==> config.mk <==
export PLATFORM = sky130hd
export DESIGN_NAME = top
export DESIGN_NICKNAME = d
export VERILOG_FILES = /design/src/rtl/top.sv
export SDC_FILE = /design/constraint.sdc
export NUM_CORES = 1
export LEC_CHECK = 0
export CORE_UTILIZATION = 52
export DETAILED_ROUTE_END_ITERATION = 12
export HOLD_SLACK_MARGIN = 0.03
export PLACE_DENSITY = 0.89
export SETUP_SLACK_MARGIN = 0.1
export SYNTH_ARGS = -nofsm -noshare
export SYNTH_HDL_FRONTEND = slang
export SYNTH_SLANG_ARGS = --single-unit
==> constraint.sdc <==
create_clock -name CLK100MHZ -period 2.14 [get_ports CLK100MHZ]
set_input_delay 0.535 -clock CLK100MHZ [delete_from_list [all_inputs] [get_ports CLK100MHZ]]
set_output_delay 0.535 -clock CLK100MHZ [all_outputs]
set_load 0.05 [all_outputs]
==> src/rtl/top.sv <==
// SPI slave register block (CPOL=0, CPHA=0, LSB first) for the Pmod JC header.
// SCK/SS/MOSI are oversampled by the system clock; nothing is clocked by SCK.
module top #(
  parameter logic [7:0] CHIP_ID     = 8'h07,
  parameter int         SYNC_STAGES = 2
) (
  input  logic        CLK100MHZ,
  input  logic        btnC,
  input  logic [15:0] sw,
  output logic [15:0] LED,
  inout  wire  [7:0]  JC
);

  logic [SYNC_STAGES-1:0] sck_sync_r;
  logic [SYNC_STAGES-1:0] ss_sync_r;
  logic [SYNC_STAGES-1:0] mosi_sync_r;
  logic                   sck_prev_r;

  logic [2:0]  bit_cnt_r;
  logic        byte_b_r;
  logic [7:0]  rx_sh_r;
  logic [7:0]  tx_sh_r;
  logic [7:0]  cmd_r;
  logic        miso_r;
  logic [15:0] led_r;

  logic        sck_s;
  logic        ss_s;
  logic        mosi_s;
  logic        rise_s;
  logic        fall_s;
  logic [7:0]  rx_next_s;
  logic [7:0]  rd_data_s;

  function automatic logic [7:0] read_reg(input logic [3:0]  addr,
                                          input logic [15:0] sw_v,
                                          input logic [15:0] led_v);
    logic [7:0] data;
    case (addr)
      4'd0:    data = CHIP_ID;
      4'd1:    data = sw_v[7:0];
      4'd2:    data = sw_v[15:8];
      4'd3:    data = led_v[7:0];
      4'd4:    data = led_v[15:8];
      default: data = 8'h00;
    endcase
    return data;
  endfunction

  // Only MISO is driven; the rest of the header stays high-Z.
  assign JC  = {1'bz, 1'bz, miso_r, 1'bz, 4'bzzzz};
  assign LED = led_r;

  // Synchronizers idle at SCK=0, SS=1 (deselected), MOSI=0.
  always_ff @(posedge CLK100MHZ or negedge btnC) begin
    if (!btnC) begin
      sck_sync_r  <= {SYNC_STAGES{1'b0}};
      ss_sync_r   <= {SYNC_STAGES{1'b1}};
      mosi_sync_r <= {SYNC_STAGES{1'b0}};
      sck_prev_r  <= 1'b0;
    end else begin
      sck_sync_r  <= {sck_sync_r[SYNC_STAGES-2:0], JC[6]};
      ss_sync_r   <= {ss_sync_r[SYNC_STAGES-2:0], JC[7]};
      mosi_sync_r <= {mosi_sync_r[SYNC_STAGES-2:0], JC[4]};
      sck_prev_r  <= sck_s;
    end
  end

  // Synchronized pins, SCK edge pulses and the register read mux.
  always_comb begin
    sck_s     = sck_sync_r[SYNC_STAGES-1];
    ss_s      = ss_sync_r[SYNC_STAGES-1];
    mosi_s    = mosi_sync_r[SYNC_STAGES-1];
    rise_s    = sck_s & ~sck_prev_r;
    fall_s    = ~sck_s & sck_prev_r;
    rx_next_s = {mosi_s, rx_sh_r[7:1]};
    rd_data_s = read_reg(rx_next_s[3:0], sw, led_r);
  end

  // Frame engine: byte A is the command, byte B the data; SS high aborts.
  always_ff @(posedge CLK100MHZ or negedge btnC) begin
    if (!btnC) begin
      bit_cnt_r <= 3'd0;
      byte_b_r  <= 1'b0;
      rx_sh_r   <= 8'h00;
      tx_sh_r   <= 8'h00;
      cmd_r     <= 8'h00;
      miso_r    <= 1'b0;
      led_r     <= 16'h0000;
    end else if (ss_s) begin
      bit_cnt_r <= 3'd0;
      byte_b_r  <= 1'b0;
      rx_sh_r   <= 8'h00;
      tx_sh_r   <= 8'h00;
      miso_r    <= 1'b0;
    end else if (rise_s) begin
      rx_sh_r   <= rx_next_s;
      bit_cnt_r <= bit_cnt_r + 3'd1;
      if (bit_cnt_r == 3'd7) begin
        byte_b_r <= ~byte_b_r;
        if (!byte_b_r) begin
          // Command complete: present bit0 of the response before byte B starts.
          cmd_r   <= rx_next_s;
          tx_sh_r <= rd_data_s;
          miso_r  <= rd_data_s[0];
        end else begin
          miso_r <= 1'b0;
          if (cmd_r[7]) begin
            case (cmd_r[3:0])
              4'd3:    led_r[7:0]  <= rx_next_s;
              4'd4:    led_r[15:8] <= rx_next_s;
              default: led_r       <= led_r;
            endcase
          end else begin
            led_r <= led_r;
          end
        end
      end else begin
        byte_b_r <= byte_b_r;
      end
    end else if (fall_s && byte_b_r && (bit_cnt_r != 3'd0)) begin
      // The fall that closes byte A has bit_cnt 0 and must not consume bit0.
      tx_sh_r <= {1'b0, tx_sh_r[7:1]};
      miso_r  <= tx_sh_r[1];
    end else begin
      miso_r <= miso_r;
    end
  end

endmodule

-- Word-level counts from Yosys, hierarchy flattened
Cells that the tools add are included.
- $add $sub $neg: 1
- eq/ne operators: 9
- mux-type cells: 18
- bitwise gates (word level): 6
- reductions and logical operators: 13
- operators by type and width (operator ; number):
    $mux 8 ; 7
    $pmux 8 s5 ; 1
    $eq 4x2->1 const B ; 3
    $reduce_and 6->1 ; 2
    $eq 4x3->1 const B ; 2
    $mux 1 ; 8
    $mux 3 ; 2
    $reduce_bool 3->1 ; 2
    $eq 4x1->1 const B ; 1
    $logic_not 4->1 ; 1
    $not 1->1 ; 4
    $reduce_and 2->1 ; 2
    $reduce_and 4->1 ; 1
    $reduce_bool 2->1 ; 2
    $add 3x1->3 const B ; 1
    $eq 3x3->1 const B ; 1
    $ne 3x2->1 const B ; 1
    $ne 3x3->1 const B ; 1
    $reduce_and 3->1 ; 1
    $and 1x1->1 ; 2
    $logic_and 1x1->1 ; 2
- register bits after elaboration: 52
- input bits: 18
- output and inout port bits: 24

-- Longest topological paths before layout
- depth after elaboration: 7
- gate-level depth with buffers: 7
- depth with buffers taken out: 6

-- Worst setup path after synthesis
No wires, ideal clock.
- kind: register -> register
- start: register bit_cnt_r[0]
- end: register led_r[0] (netlist: LED[0])
- library setup time: 125 ps
- data arrival time: 1706 ps
- data required time: 2015 ps
- setup slack: 309 ps
- cell stages (with the launch flop): 8
- buffers on the path: 1
- path through: dfrtp_1 ha_1 ha_1 nand3b_1 nor4_2 and4b_1 buf_6 mux2_4
- cells in the longest elaborated chain, start to end: 2
- RTL lines (what ; line ; source):
    start: declaration ; 19 ; logic [2:0] bit_cnt_r;
    start signal: assignment ; 98 ; bit_cnt_r <= bit_cnt_r + 3'd1;
    $eq 3x3->1 ; 99 ; if (bit_cnt_r == 3'd7) begin
    $reduce_and 6->1 (no line) ; n/a ;
    end signal: assignment ; 110 ; 4'd3: led_r[7:0] <= rx_next_s;
    end signal: assignment ; 112 ; default: led_r <= led_r;
    end signal: assignment ; 115 ; led_r <= led_r;
    end: declaration ; 25 ; logic [15:0] led_r;
Every way passes these cells.
A chain may end at the register's enable or synchronous reset.

-- Worst setup path in the final report
- start: register bit_cnt_r[1]
- end: register led_r[4] (netlist: LED[4])
Same word-level chain as after synthesis.

==> results.py <==
metrics = {
    "critical_path": {
        "path_cells": "ha_1 > ha_1 > nand3b_1 > nor4_2 > and4b_1 > buf_4 > mux2_4",
        "crit_required_ns": 2.32,
        "cp_data_arrival_time_ns": 2.12,
        "critPathMaxFanout": 8,
        "endpoint_kind": "register",
        "crit_slowest_cell": "dfrtp_1",
        "worst_path_most_repeated_cell": "ha_1",
        "slowest_delay_ns": 0.38,
        "startpoint_type": "register",
        "path_class": "register to register",
    },
    "power_and_ir_drop": {
        "vdd_drop_max_uv": 334,
        "leakagePower_nw": 1.33,
        "pwr_density_cell_nw_per_um2": 572,
    },
    "placed_design": {
        "io_buffers": 33,
        "place_ws_ns": 0.141,
        "dpl.hpwl_um": 3460,
        "placed_area_um2": 2580,
        "routabilityCongestion": 0.775,
    },
    "logic_synthesis": {
        "synth_cells": 202,
        "synth-async-reset-ratio": 1.00,
        "yosysWarnings": 0,
        "synth_top_area_frac": 0.484,
        "ys.flop_type": "dfrtp_1",
        "synth_edf_count": 0,
        "ys_seq_area_frac": 0.508,
        "synthDistinctLibCells": 36,
        "avgSynthCellArea_um2": 11.0,
        "ys_seq_elements": 45,
        "synthesis.area_um2": 2220,
        "yosysTopAreaCell": "dfrtp_1",
        "yosys-top-cells-area": "dfrtp_1 (48%), mux2_2 (5.6%), nand2_1 (5.1%), mux2_4 (4.7%), mux2i_1 (3.6%)",
    },
    "detailed_routing": {
        "drcViolationCount": 0,
        "via_per_inst": 5.62,
        "ant_nets": 0,
        "first_pass_iters": 4,
        "vias": 1623,
        "dr.first_iter.drc_count": 82,
        "finalWirelength_um": 4830,
        "wl_per_cell_um": 16.7,
    },
    "clocking": {
        "clk_pin_slew_ns": 0.09,
        "cts_root_buf": "clkbuf_8",
        "cts_hold_buf": 0,
        "clkSinkCount": 45,
        "clockBufferDepth": 2,
        "cts_tree": "yes",
        "clk_latency_ns": 0.30,
        "htreeDepth": 2,
        "numCtsBuffers": 5,
    },
    "global_routing": {
        "grt.overflow.total": 0,
        "grt_use_total": 0.234,
        "grt_max_degree": 25,
        "antenna_found_initial": 0,
        "grt_pass1_wl_um": 7620,
        "grt_pass1_vias": 1545,
    },
    "job": {
        "max_cap_violations": 0,
    },
    "finish": {
        "drive_gt1_frac": 0.184,
        "antennaDiodeCount": 0,
        "area_growth_pct": 20.3,
        "fin_area_um2": 2670,
        "fin_nets": 259,
    },
    "sta": {
        "worst_pin_slew_ns": 0.570,
        "finalClockSkew_ns": 0.0133,
        "timing.final.ws_setup_ns": 0.205,
        "max_slew_margin": 0.620,
        "setup_tns_ns": 0,
        "setup_viol": 0,
        "slew_violations": 0,
        "rsz0062_at_grt": "false",
        "hold_viol": 0,
        "timing.final.crit_period_ns": 1.94,
        "fin_crit_sh": 0.904,
        "fmax_mhz": 517,
    },
    "die": {
        "chipHeight_um": 67.4,
        "rows": 23,
        "die_x_um": 67.4,
        "ios": 42,
        "initial_core_util": 0.548,
        "core_um2": 4060,
        "die-area_um2": 4540,
    },
    "run_status": {
        "outcome": "complete, no violations",
    },
    "worst_hold_path": {
        "hold_path_class": "input pin to async pin",
    },
}
## kinds of logic (layout without fill, tap and decap cells)
logic type / after synthesis / after routing / synth area share
buffers and inverters: 24 / 53 / 0.0625
other: 1 / 9 / 0.00169
adder cells (fa/ha/maj): 3 / 3 / 0.0169
AND/OR/NAND/NOR: 63 / 63 / 0.150
multiplexers: 26 / 26 / 0.139
AO/OA/AOI/OAI: 40 / 40 / 0.122
flip-flops: 45 / 45 / 0.508
## critical path: cells and delay by family (launching register included)
kind / cells / cell delay (ns)
AND/OR/NAND/NOR: 3 / 0.58
adder cells (fa/ha/maj): 2 / 0.36
buffers and inverters: 1 / 0.20
flip-flops: 1 / 0.38
multiplexers: 1 / 0.31
## flip-flops by register name (all words and copies together) (netlist names)
name and cells:
tx_sh_r 7, ss_sync_r 2, byte_b_r 1, rx_sh_r 7, mosi_sync_r 2, LED 16, sck_prev_r 1, JC 1
cmd_r 5, bit_cnt_r 3
## per-layer routing
layer / vias to the layer above / part of all wire / global-route usage
met5: - / 0 / 0
met3: 12 / 0.043 / 0.0422
met4: 0 / 0.023 / 0.112
li1: 753 / - / -
met2: 50 / 0.51 / 0.370
met1: 808 / 0.43 / 0.308
## synth_stat cells, types with 6 or more instances
master and number:
nand2b_1 7, mux2_4 7, nand2_1 30, dfrtp_1 43, mux2_2 11, a21oi_1 15
mux2i_1 8, nor2_1 9, inv_1 6, buf_4 8
## metrics by stage
stage                     total power, mW  cells  hold WS, ns  utilization
after detailed placement             1.03    281        0.335        0.636
after global routing                 1.59    289        0.236        0.659
after CTS                            1.54    289        0.213        0.655
after floorplan                     0.976    210        0.239            -
after global placement               1.03    281        0.332        0.636
final                                1.53    289        0.194        0.659
## layout by cell type (no fill, tap or decap), types with 3 or more instances in the layout
master           netlist  routed
dfrtp_1               43      43
nand2_1               30      30
clkdlybuf4s50_1        0      16
a21oi_1               15      15
mux2_2                11      11
nor2_1                 9       9
conb_1                 1       9
dlygate4sd2_1          0       9
mux2i_1                8       8
nand2b_1               7       7
mux2_4                 7       7
dlymetal6s2s_1         0       7
inv_1                  6       6
o21ai_0                5       5
a22oi_1                5       5
o22a_1                 5       5
clkbuf_8               0       5
buf_4                  8       5
nor2b_1                4       4
o221ai_1               4       4
or2_2                  3       3
a221oi_1               3       3
ha_1                   3       3
## final timing paths
path                            cells after the start  slack (ns)            from              to
worst max-delay path                                7        0.20    bit_cnt_r[1]          LED[4]
worst min-delay path                                1        0.19            btnC      rx_sh_r[1]
worst max register to register                      7        0.20    bit_cnt_r[1]          LED[4]
worst min register to register                      0        0.35  mosi_sync_r[0]  mosi_sync_r[1]
max in group asynchronous                           2        1.36            btnC    ss_sync_r[1]
min in group CLK100MHZ                              0        0.35  mosi_sync_r[0]  mosi_sync_r[1]
## power breakdown
| part | switching (mW) | internal [mW] |
|---|---|---|
| clock | 0.291 | 0.226 |
| combinational | 0.0762 | 0.0491 |
| sequential | 0.0221 | 0.865 |
## timing repair
action	4_1_cts	5_1_grt
pin swaps	0	1
buffers inserted	0	0
setup endpoints to repair	9	14
gates resized for setup	9	7
## cell type report
| type | count | area, um2 |
|---|---|---|
| multi-input combinational | 141 | 985 |
| clock inverter | 3 | 17.5 |
| sequential | 45 | 1130 |
| tap | 50 | 62.6 |
| fill | 303 | 1380 |
| inverter | 6 | 22.5 |
| clock buffer | 5 | 68.8 |
| timing repair buffer | 39 | 389 |
(Power assumes the default switching activity.)
